==> src/rtl/mux_sel_arbiter_pkg.sv <==
// Shared definitions for the mux select arbiter: FSM state encoding.
package mux_sel_arbiter_pkg;

  typedef enum logic {
    IDLE  = 1'b0,
    GRANT = 1'b1
  } arb_state_e;

endpackage

==> src/rtl/mux_sel_arbiter_rr_priority_pick.sv <==
// Combinational round-robin pick: first set request at or cyclically above ptr.
module rr_priority_pick #(
  parameter  int unsigned N     = 4,
  localparam int unsigned SEL_W = $clog2(N)
) (
  input  logic [N-1:0]     req,
  input  logic [SEL_W-1:0] ptr,
  output logic [N-1:0]     onehot,
  output logic [SEL_W-1:0] idx,
  output logic             any
);

  localparam logic [SEL_W:0] NV = N[SEL_W:0];

  logic [2*N-1:0] dbl;
  logic [N-1:0]   rot;
  logic [SEL_W:0] off;
  logic [SEL_W:0] sum;
  logic           found;

  always_comb begin
    dbl    = {req, req} >> ptr;
    rot    = dbl[N-1:0];
    any    = |req;
    off    = '0;
    found  = 1'b0;
    for (int unsigned i = 0; i < N; i++) begin
      if (!found && rot[i]) begin
        off   = i[SEL_W:0];
        found = 1'b1;
      end
    end
    // Rotated offset back to an absolute index, modulo N.
    sum = {1'b0, ptr} + off;
    if (sum >= NV) begin
      sum = sum - NV;
    end
    idx    = sum[SEL_W-1:0];
    onehot = '0;
    if (any) begin
      onehot[idx] = 1'b1;
    end
  end

endmodule

==> src/rtl/mux_sel_arbiter.sv <==
// Round-robin arbiter driving an N:1 mux select with a valid/ready handshake.
module mux_sel_arbiter
  import mux_sel_arbiter_pkg::*;
#(
  parameter  int unsigned N     = 4,
  localparam int unsigned SEL_W = $clog2(N)
) (
  input  logic             clk,
  input  logic             rst,
  input  logic [N-1:0]     req,
  input  logic             out_ready,
  output logic [N-1:0]     grant,
  output logic [SEL_W-1:0] sel,
  output logic             out_valid,
  output logic [N-1:0]     ack
);

  localparam logic [SEL_W-1:0] LAST = SEL_W'(N - 1);

  arb_state_e       state_q, state_d;
  logic [SEL_W-1:0] ptr_q, ptr_d;
  logic [N-1:0]     grant_q, grant_d;
  logic [SEL_W-1:0] sel_q, sel_d;

  logic [SEL_W-1:0] ptr_nxt;
  logic [N-1:0]     pick_req;
  logic [SEL_W-1:0] pick_ptr;
  logic [N-1:0]     pick_onehot;
  logic [SEL_W-1:0] pick_idx;
  logic             pick_any;

  // While granting, the picker looks ahead past the current holder so a
  // transfer can hand over to the next winner without an idle cycle.
  assign ptr_nxt  = (sel_q == LAST) ? '0 : sel_q + SEL_W'(1);
  assign pick_req = (state_q == GRANT) ? (req & ~grant_q) : req;
  assign pick_ptr = (state_q == GRANT) ? ptr_nxt : ptr_q;

  rr_priority_pick #(.N(N)) u_pick (
    .req    (pick_req),
    .ptr    (pick_ptr),
    .onehot (pick_onehot),
    .idx    (pick_idx),
    .any    (pick_any)
  );

  always_comb begin
    state_d = state_q;
    ptr_d   = ptr_q;
    grant_d = grant_q;
    sel_d   = sel_q;
    unique case (state_q)
      IDLE: begin
        if (pick_any) begin
          state_d = GRANT;
          grant_d = pick_onehot;
          sel_d   = pick_idx;
        end
      end
      GRANT: begin
        if (!req[sel_q]) begin
          state_d = IDLE;
          grant_d = '0;
        end else if (out_ready) begin
          ptr_d = ptr_nxt;
          if (pick_any) begin
            grant_d = pick_onehot;
            sel_d   = pick_idx;
          end else begin
            state_d = IDLE;
            grant_d = '0;
          end
        end
      end
      default: ;
    endcase
  end

  always_ff @(posedge clk or posedge rst) begin
    if (rst) begin
      state_q <= IDLE;
      ptr_q   <= '0;
      grant_q <= '0;
      sel_q   <= '0;
    end else begin
      state_q <= state_d;
      ptr_q   <= ptr_d;
      grant_q <= grant_d;
      sel_q   <= sel_d;
    end
  end

  assign grant     = grant_q;
  assign sel       = sel_q;
  assign out_valid = (state_q == GRANT);
  assign ack       = grant_q & req & {N{out_ready}};

endmodule

==> config.mk <==
export PLATFORM = sky130hd
export DESIGN_NAME = mux_sel_arbiter
export DESIGN_NICKNAME = d
export VERILOG_FILES = /design/src/rtl/mux_sel_arbiter_pkg.sv /design/src/rtl/mux_sel_arbiter_rr_priority_pick.sv /design/src/rtl/mux_sel_arbiter.sv
export SDC_FILE = /design/constraint.sdc
export NUM_CORES = 1
export LEC_CHECK = 0
export ABC_AREA = 0
export ABC_CLOCK_PERIOD_IN_PS = 3400
export CORE_MARGIN = 2
export CORE_UTILIZATION = 50
export DETAILED_ROUTE_END_ITERATION = 7
export GPL_TIMING_DRIVEN = 1
export PLACE_DENSITY = 0.85
export SLEW_MARGIN = 20
export SYNTH_ARGS = -nofsm -noshare
export SYNTH_HDL_FRONTEND = slang
export SYNTH_HIERARCHICAL = 1
export SYNTH_SLANG_ARGS = --single-unit
==> constraint.sdc <==
create_clock -name clk -period 3.4 [get_ports clk]
set_clock_uncertainty 0.2 [all_clocks]
set_input_delay 0.68 -clock clk [delete_from_list [all_inputs] [get_ports clk]]
set_output_delay 0.68 -clock clk [all_outputs]
set_load 0.005 [all_outputs]
==> reports/qor.txt, run 1 <==
Outcome -> complete, no violations
Levels on crit path -> 13
H-Tree Depth -> 1
Largest net degree at the start of global routing -> 12
Crit path kind -> input port to flip-flop
Setup crit end kind -> flip-flop
Gate power share -> 0.759
Critical path's slowest cell -> clkdlybuf4s50_1
Distinct cells, synth -> 35
Commonest register cell after synthesis -> dfrtp_1
Final Cycle Share -> 0.933
Drt via density -> 6.15
Post_cts resized -> 0
First-pass GRT wire length -> 3.54 mm
Slew of the pin with the lowest slew margin -> 0.786 ns
Syn Area/Cell -> 9.38 um2
Share of layout cells above drive strength 1 -> 0.184
Drt first-iter violations -> 14
Post-route cell area -> 1100 um2
RSZ-0062 raised after global routing -> false
Max transition margin -> 0.476
Total track usage -> 0.234
Hold buffer count at CTS -> 0
Final Hold Viols -> 0
Fmax -> 315 MHz
Mapped Nets -> 101
Pwr/cell area -> 1130 nW/um2
Count of state elements after synthesis -> 9
Setup TNS Final -> 0 ns
Avg WL per Cell -> 15.9 um
Die height -> 45.6 um
Critical Path Fanout Max -> 9
Worst min path class -> flip-flop to flip-flop
Crit-path cells -> clkdlybuf4s50_1, a21boi_1, buf_4, nand2b_1, o22ai_1, nand2_1, o211ai_1, ha_2, nor2b_1, nand2_1, mux2i_2, a32oi_1, o22ai_1
DP Area -> 1070 um2
Pins Over Slew Limit -> 0
Io pins -> 18
CP required -> 3.38 ns
Crit path launch type -> input port
CP max stage delay -> 0.48 ns
Hold Slack -> 0.298 ns
Post-route ant nets -> 0
Delay-heaviest family, CP -> compound AO/OA/AOI/OAI gates
Vias in the first global route -> 763
Clock sink count -> 9
Critical Path AT -> 3.15 ns
Worst-Skew Late Latency -> 0.27 ns
Cells after synthesis -> 92
Seq/Total Area, Yosys -> 0.261
Largest vdd supply drop -> 0.000631 V
Synth-to-layout area growth -> 27.8%
Fin crit period -> 3.17 ns
Longest Clk Path Bufs -> 2
Lkg Pwr -> 0.467 nW
Total Wirelength -> 2.09 mm
Async S/R FF share, synth -> 1.00
Setup fix buffers added after clock tree synthesis -> 0
Nets -> 124
Sw frac -> 0.456
Max Cap Viol -> 0
GRT Residual Overflow -> 0
Die area -> 2080 um2
Post-detail-place hpwl -> 1.64 mm
Row Count -> 15
Drt pass-1 iters -> 4
Root Buffer -> clkbuf_4
Core area -> 1670 um2
Routability cong. -> 0.818
Inserted Clock Buffers -> 3
Net switching power -> 0.571 mW
PortBufs -> 17
Starting Density -> 0.517
Number of antenna violations at the first check in global routing -> 0
Number of flops mapped to enable cells by yosys -> 0
CTS clk-pin slew, worst paths -> 0.08 ns
Cell Int Power -> 0.681 mW
Final total power -> 1.25 mW
Setup-failing EPs final -> 0
Buf/Inv on CP -> 2
Ys Warns -> 6
DRC viols -> 0
Die W -> 45.6 um
Worst Hold Path Cells -> 1
R2R cell count -> 10
Via count -> 805
Ant diodes -> 0
CTS tree -> done
Post-Syn Area -> 863 um2
Reg power frac -> 0.172
Clock power share -> 0.069
Fin util -> 0.661
## power groups by stage
stage	Sequential [mW]	Combinational, mW	Clock, mW
after floorplan	0.199	0.710	0
after global routing	0.225	1.06	0.0933
after CTS	0.214	0.924	0.0878
after global placement	0.214	0.879	0
after detailed placement	0.216	0.921	0
final	0.215	0.950	0.0864
## cells in the final DEF (no fill, tap or decap), types with 4 or more instances in the layout
cell type | synthesis | routed
a21boi_1 | 0 | 4
and3_1 | 4 | 4
buf_4 | 0 | 8
clkdlybuf4s50_1 | 0 | 17
dfrtp_1 | 9 | 9
mux2_1 | 4 | 4
mux2i_1 | 9 | 8
nand2_1 | 6 | 6
nand2b_1 | 5 | 5
nor2_1 | 6 | 6
## through the flow
stage	setup WS, ns	cells
final	0.229	131
after global routing	0.0358	131
after CTS	0.155	131
after detailed placement	-0.0850	127
after global placement	0.0781	127
after floorplan	0.505	92
## cells in the mapped netlist, types with 3 or more instances
library cell | count | area share
a21boi_0 | 4 | 0.035
nand2b_1 | 5 | 0.036
dfrtp_1 | 9 | 0.26
a21oi_1 | 3 | 0.017
nor2_1 | 6 | 0.026
nand2_1 | 6 | 0.026
mux2_1 | 4 | 0.052
inv_1 | 3 | 0.013
mux2i_1 | 9 | 0.10
and3_1 | 4 | 0.029
o22ai_1 | 3 | 0.022
buf_2 | 3 | 0.017
## cells by family (layout without fill, tap and decap cells)
family | after synthesis | in the layout | synth area share
AO/OA/AOI/OAI | 23 | 23 | 0.228
buffers and inverters | 10 | 32 | 0.0652
multiplexers | 16 | 16 | 0.209
AND/OR/NAND/NOR | 29 | 29 | 0.178
flip-flops | 9 | 9 | 0.261
adder cells (fa/ha/maj) | 2 | 2 | 0.0290
XOR/XNOR | 3 | 3 | 0.0304
## layer usage
metal	part of all wire	vias to the layer above	track usage
met5	0	-	0
met4	0	0	0.0412
met3	0.042	0	0.0437
met2	0.52	24	0.417
met1	0.43	395	0.294
li1	-	386	-
## cell type report
type,instances,area [um2]
timing repair buffer,25,230
fill,139,567
inverter,3,11.3
multi-input combinational,73,588
clock inverter,1,5.00
clock buffer,3,22.5
sequential,9,225
tap,17,21.3
## final timing paths
check                                startpoint                   end  slack [ns]
setup / recovery                         req[2]  grant[1]$_DFFE_PP0P_        0.23
hold / removal             ptr_q[1]$_DFFE_PP0P_  ptr_q[1]$_DFFE_PP0P_        0.30
setup reg to reg             sel[0]$_DFFE_PP0P_  grant[1]$_DFFE_PP0P_        0.32
hold reg to reg            ptr_q[1]$_DFFE_PP0P_  ptr_q[1]$_DFFE_PP0P_        0.30
max in group asynchronous                   rst    sel[1]$_DFFE_PP0P_        2.22
min in group asynchronous                   rst  ptr_q[1]$_DFFE_PP0P_        0.49
## flip-flops by register name, indices dropped and copies added, names as in the netlist
name / cells
grant: 4
out_valid: 1
sel: 2
ptr_q: 2
No activity file was read; power rests on OpenSTA's default activity.
==> run 2, diff against run 1 <==
--- a/config.mk
+++ b/config.mk
@@ -8,12 +8,11 @@
 export ABC_AREA = 0
 export ABC_CLOCK_PERIOD_IN_PS = 3400
 export CORE_MARGIN = 2
-export CORE_UTILIZATION = 50
+export CORE_UTILIZATION = 49
 export DETAILED_ROUTE_END_ITERATION = 7
 export GPL_TIMING_DRIVEN = 1
 export PLACE_DENSITY = 0.85
 export SLEW_MARGIN = 20
 export SYNTH_ARGS = -nofsm -noshare
 export SYNTH_HDL_FRONTEND = slang
-export SYNTH_HIERARCHICAL = 1
 export SYNTH_SLANG_ARGS = --single-unit
==> reports/qor.txt, run 2 <==
Outcome -> complete, no violations (unchanged)
Most frequent cells after synthesis -> nand2_1, nand3_1, dfrtp_1 (was dfrtp_1, mux2i_1, nand2_1, nor2_1, nand2b_1)
Number of flops mapped to enable cells by yosys -> 0 (unchanged)
Longest Clk Path Bufs -> 2 (unchanged)
Ant diodes -> 0 (unchanged)
Starting Density -> 0.523 (was 0.517)
Drt pass-1 iters -> 4 (unchanged)
Largest cells by area after synthesis -> dfrtp_1, nand3_1, nand2_1 (was dfrtp_1, mux2i_1, mux2_1)
DRC viols -> 0 (unchanged)
Die W -> 44.3 um (was 45.6 um)
GRT Residual Overflow -> 0 (unchanged)
Drt first-iter violations -> 41 (was 14)
Post-synth top area cell -> dfrtp_1 (unchanged)
Pins Over Slew Limit -> 0 (unchanged)
Count of state elements after synthesis -> 9 (unchanged)
Fmax -> 335 MHz (was 315 MHz)
Most common cell after layout, fill and taps aside -> clkdlybuf4s50_1 (unchanged)
Max Cap Viol -> 0 (unchanged)
Crit path kind -> flip-flop to flip-flop (was input port to flip-flop)
Routability cong. -> 0.824 (was 0.818)
Cells after synthesis -> 96 (was 92)
Setup TNS Final -> 0 ns (unchanged)
Setup-failing EPs final -> 0 (unchanged)
Number of antenna violations at the first check in global routing -> 0 (unchanged)
CTS clk-pin slew, worst paths -> 0.06 ns (was 0.08 ns)
First-pass GRT wire length -> 3.40 mm (was 3.54 mm)
Setup crit end kind -> flip-flop (unchanged)
Ys Warns -> 0 (was 6)
Hold buffer count at CTS -> 0 (unchanged)
Drt via density -> 6.49 (was 6.15)
Setup fix buffers added after clock tree synthesis -> 0 (unchanged)
Distinct cells, synth -> 40 (was 35)
Row Count -> 14 (was 15)
Share of layout cells above drive strength 1 -> 0.136 (was 0.184)
Count leader, synth -> nand2_1
Io pins -> 18 (unchanged)
Seq/Total Area, Yosys -> 0.283 (was 0.261)
CTS tree -> done (unchanged)
PortBufs -> 17 (unchanged)
Crit path launch type -> flip-flop (was input port)
Largest vdd supply drop -> 0.000619 V (was 0.000631 V)
Synth-to-layout area growth -> 28.4% (was 27.8%)
Total Wirelength -> 2.08 mm (was 2.09 mm)
Nets -> 128 (was 124)
Via count -> 869 (was 805)
Mapped Nets -> 105 (was 101)
Lkg Pwr -> 0.434 nW (was 0.467 nW)
Largest register FFs -> 4 (unchanged)
CP required -> 3.39 ns (was 3.38 ns)
Commonest register cell after synthesis -> dfrtp_1 (unchanged)
Async S/R FF share, synth -> 1.00 (unchanged)
Final Cycle Share -> 0.878 (was 0.933)
Worst min path class -> flip-flop to flip-flop (unchanged)
Leading cell types in the layout, fill and taps excluded -> clkdlybuf4s50_1, nand2_1, nand3_1 (was clkdlybuf4s50_1, dfrtp_1, mux2i_1, buf_4)
Post-Syn Area -> 797 um2 (was 863 um2)
Syn Area/Cell -> 8.30 um2 (was 9.38 um2)
Non-filler cells, final -> 134 (was 131)
Core area -> 1520 um2 (was 1670 um2)
H-Tree Depth -> 1 (unchanged)
Pwr/cell area -> 1020 nW/um2 (was 1130 nW/um2)
Slew of the pin with the lowest slew margin -> 0.638 ns (was 0.786 ns)
Clock sink count -> 9 (unchanged)
Root Buffer -> clkbuf_4 (unchanged)
Largest net degree at the start of global routing -> 17 (was 12)
Post_cts resized -> 0 (unchanged)
Max transition margin -> 0.571 (was 0.476)
Die height -> 44.3 um (was 45.6 um)
Critical Path AT -> 2.97 ns (was 3.15 ns)
Total track usage -> 0.234 (about the same)
Inserted Clock Buffers -> 3 (unchanged)
Critical Path Fanout Max -> 9 (unchanged)
Post-route ant nets -> 0 (unchanged)
Post-placement cell count -> 130 (was 127)
Post-detail-place hpwl -> 1.66 mm (was 1.64 mm)
Fin crit period -> 2.98 ns (was 3.17 ns)
Avg WL per Cell -> 15.6 um (was 15.9 um)
RSZ-0062 raised after global routing -> false (unchanged)
Vias in the first global route -> 788 (was 763)
Top-area cell type share of the netlist area -> 0.283 (was 0.261)
Final Hold Viols -> 0 (unchanged)
Worst-Skew Late Latency -> 0.25 ns (was 0.27 ns)
Die area -> 1970 um2 (was 2080 um2)
[run 2: area by class of cell]
type / instances / area [um2]
multi-input combinational: 82 / 552
fill: 133 / 500
sequential: 9 / 225
timing repair buffer: 19 / 185
clock buffer: 4 / 26.3
tap: 16 / 20.0
inverter: 4 / 15.0
[run 2: worst paths after layout]
path / from / endpoint / slack, ns / cells after the start
max: sel[0]$_DFFE_PP0P_ / grant[1]$_DFFE_PP0P_ / 0.42 / 10
min: ptr_q[1]$_DFFE_PP0P_ / ptr_q[1]$_DFFE_PP0P_ / 0.33 / 1
max reg2reg: sel[0]$_DFFE_PP0P_ / grant[1]$_DFFE_PP0P_ / 0.42 / 10
min reg2reg: ptr_q[1]$_DFFE_PP0P_ / ptr_q[1]$_DFFE_PP0P_ / 0.33 / 1
max in group asynchronous: rst / out_valid$_DFF_PP0_ / 2.27 / 2
min in group asynchronous: rst / sel[0]$_DFFE_PP0P_ / 0.49 / 2
[run 2: critical path, stage by stage, from the launching register on]
cell and delay [ns]:
dfrtp_1 0.45, ha_1 0.36, mux2i_2 0.49, o311ai_0 0.27, o21ai_0 0.13, nand2_1 0.08, ha_1 0.23, xor2_1 0.28
and3_1 0.24, o21ai_0 0.09, nand3_1 0.10
[run 2: metrics by stage]
stage	total power [mW]	util	hold WS [ns]	cell area (um2)	setup WS [ns]
5_1_grt	1.14	0.672	0.366	1020	0.192
4_1_cts	1.04	0.672	0.339	1020	0.403
3_3_place_gp	0.922	0.654	0.308	997	0.322
2_1_floorplan	0.750	-	0.291	797	0.788
6_report	1.05	0.672	0.335	1020	0.416
3_5_place_dp	0.957	0.654	0.324	997	0.237
[run 2: power breakdown]
part           internal (mW)  leakage [nW]  total [mW]  switching, mW
clock                 0.0450        0.0150      0.0789         0.0339
sequential             0.156         0.112       0.228         0.0724
combinational          0.338         0.307       0.740          0.402
total                  0.539         0.434        1.05          0.508
[run 2: routing by layer]
metal  vias to the layer above  global-route usage  part of all wire
li1                        416                   -                 -
met1                       393               0.268              0.40
met2                        56               0.415              0.50
met3                         4              0.0653             0.083
met4                         0              0.0788             0.012
met5                         -                   0                 0
[run 2: logic make-up (layout without fill, tap and decap cells)]
kind of cell,Yosys count,count (layout),share of synthesized area
and+or+nand+nor,47,47,0.298
AOI/OAI and AO/OA,27,27,0.267
DFF,9,9,0.283
buffers and inverters,5,27,0.0251
muxes,4,4,0.0738
adders and majority gates,2,2,0.0314
xor gates and xnor gates,2,2,0.0220
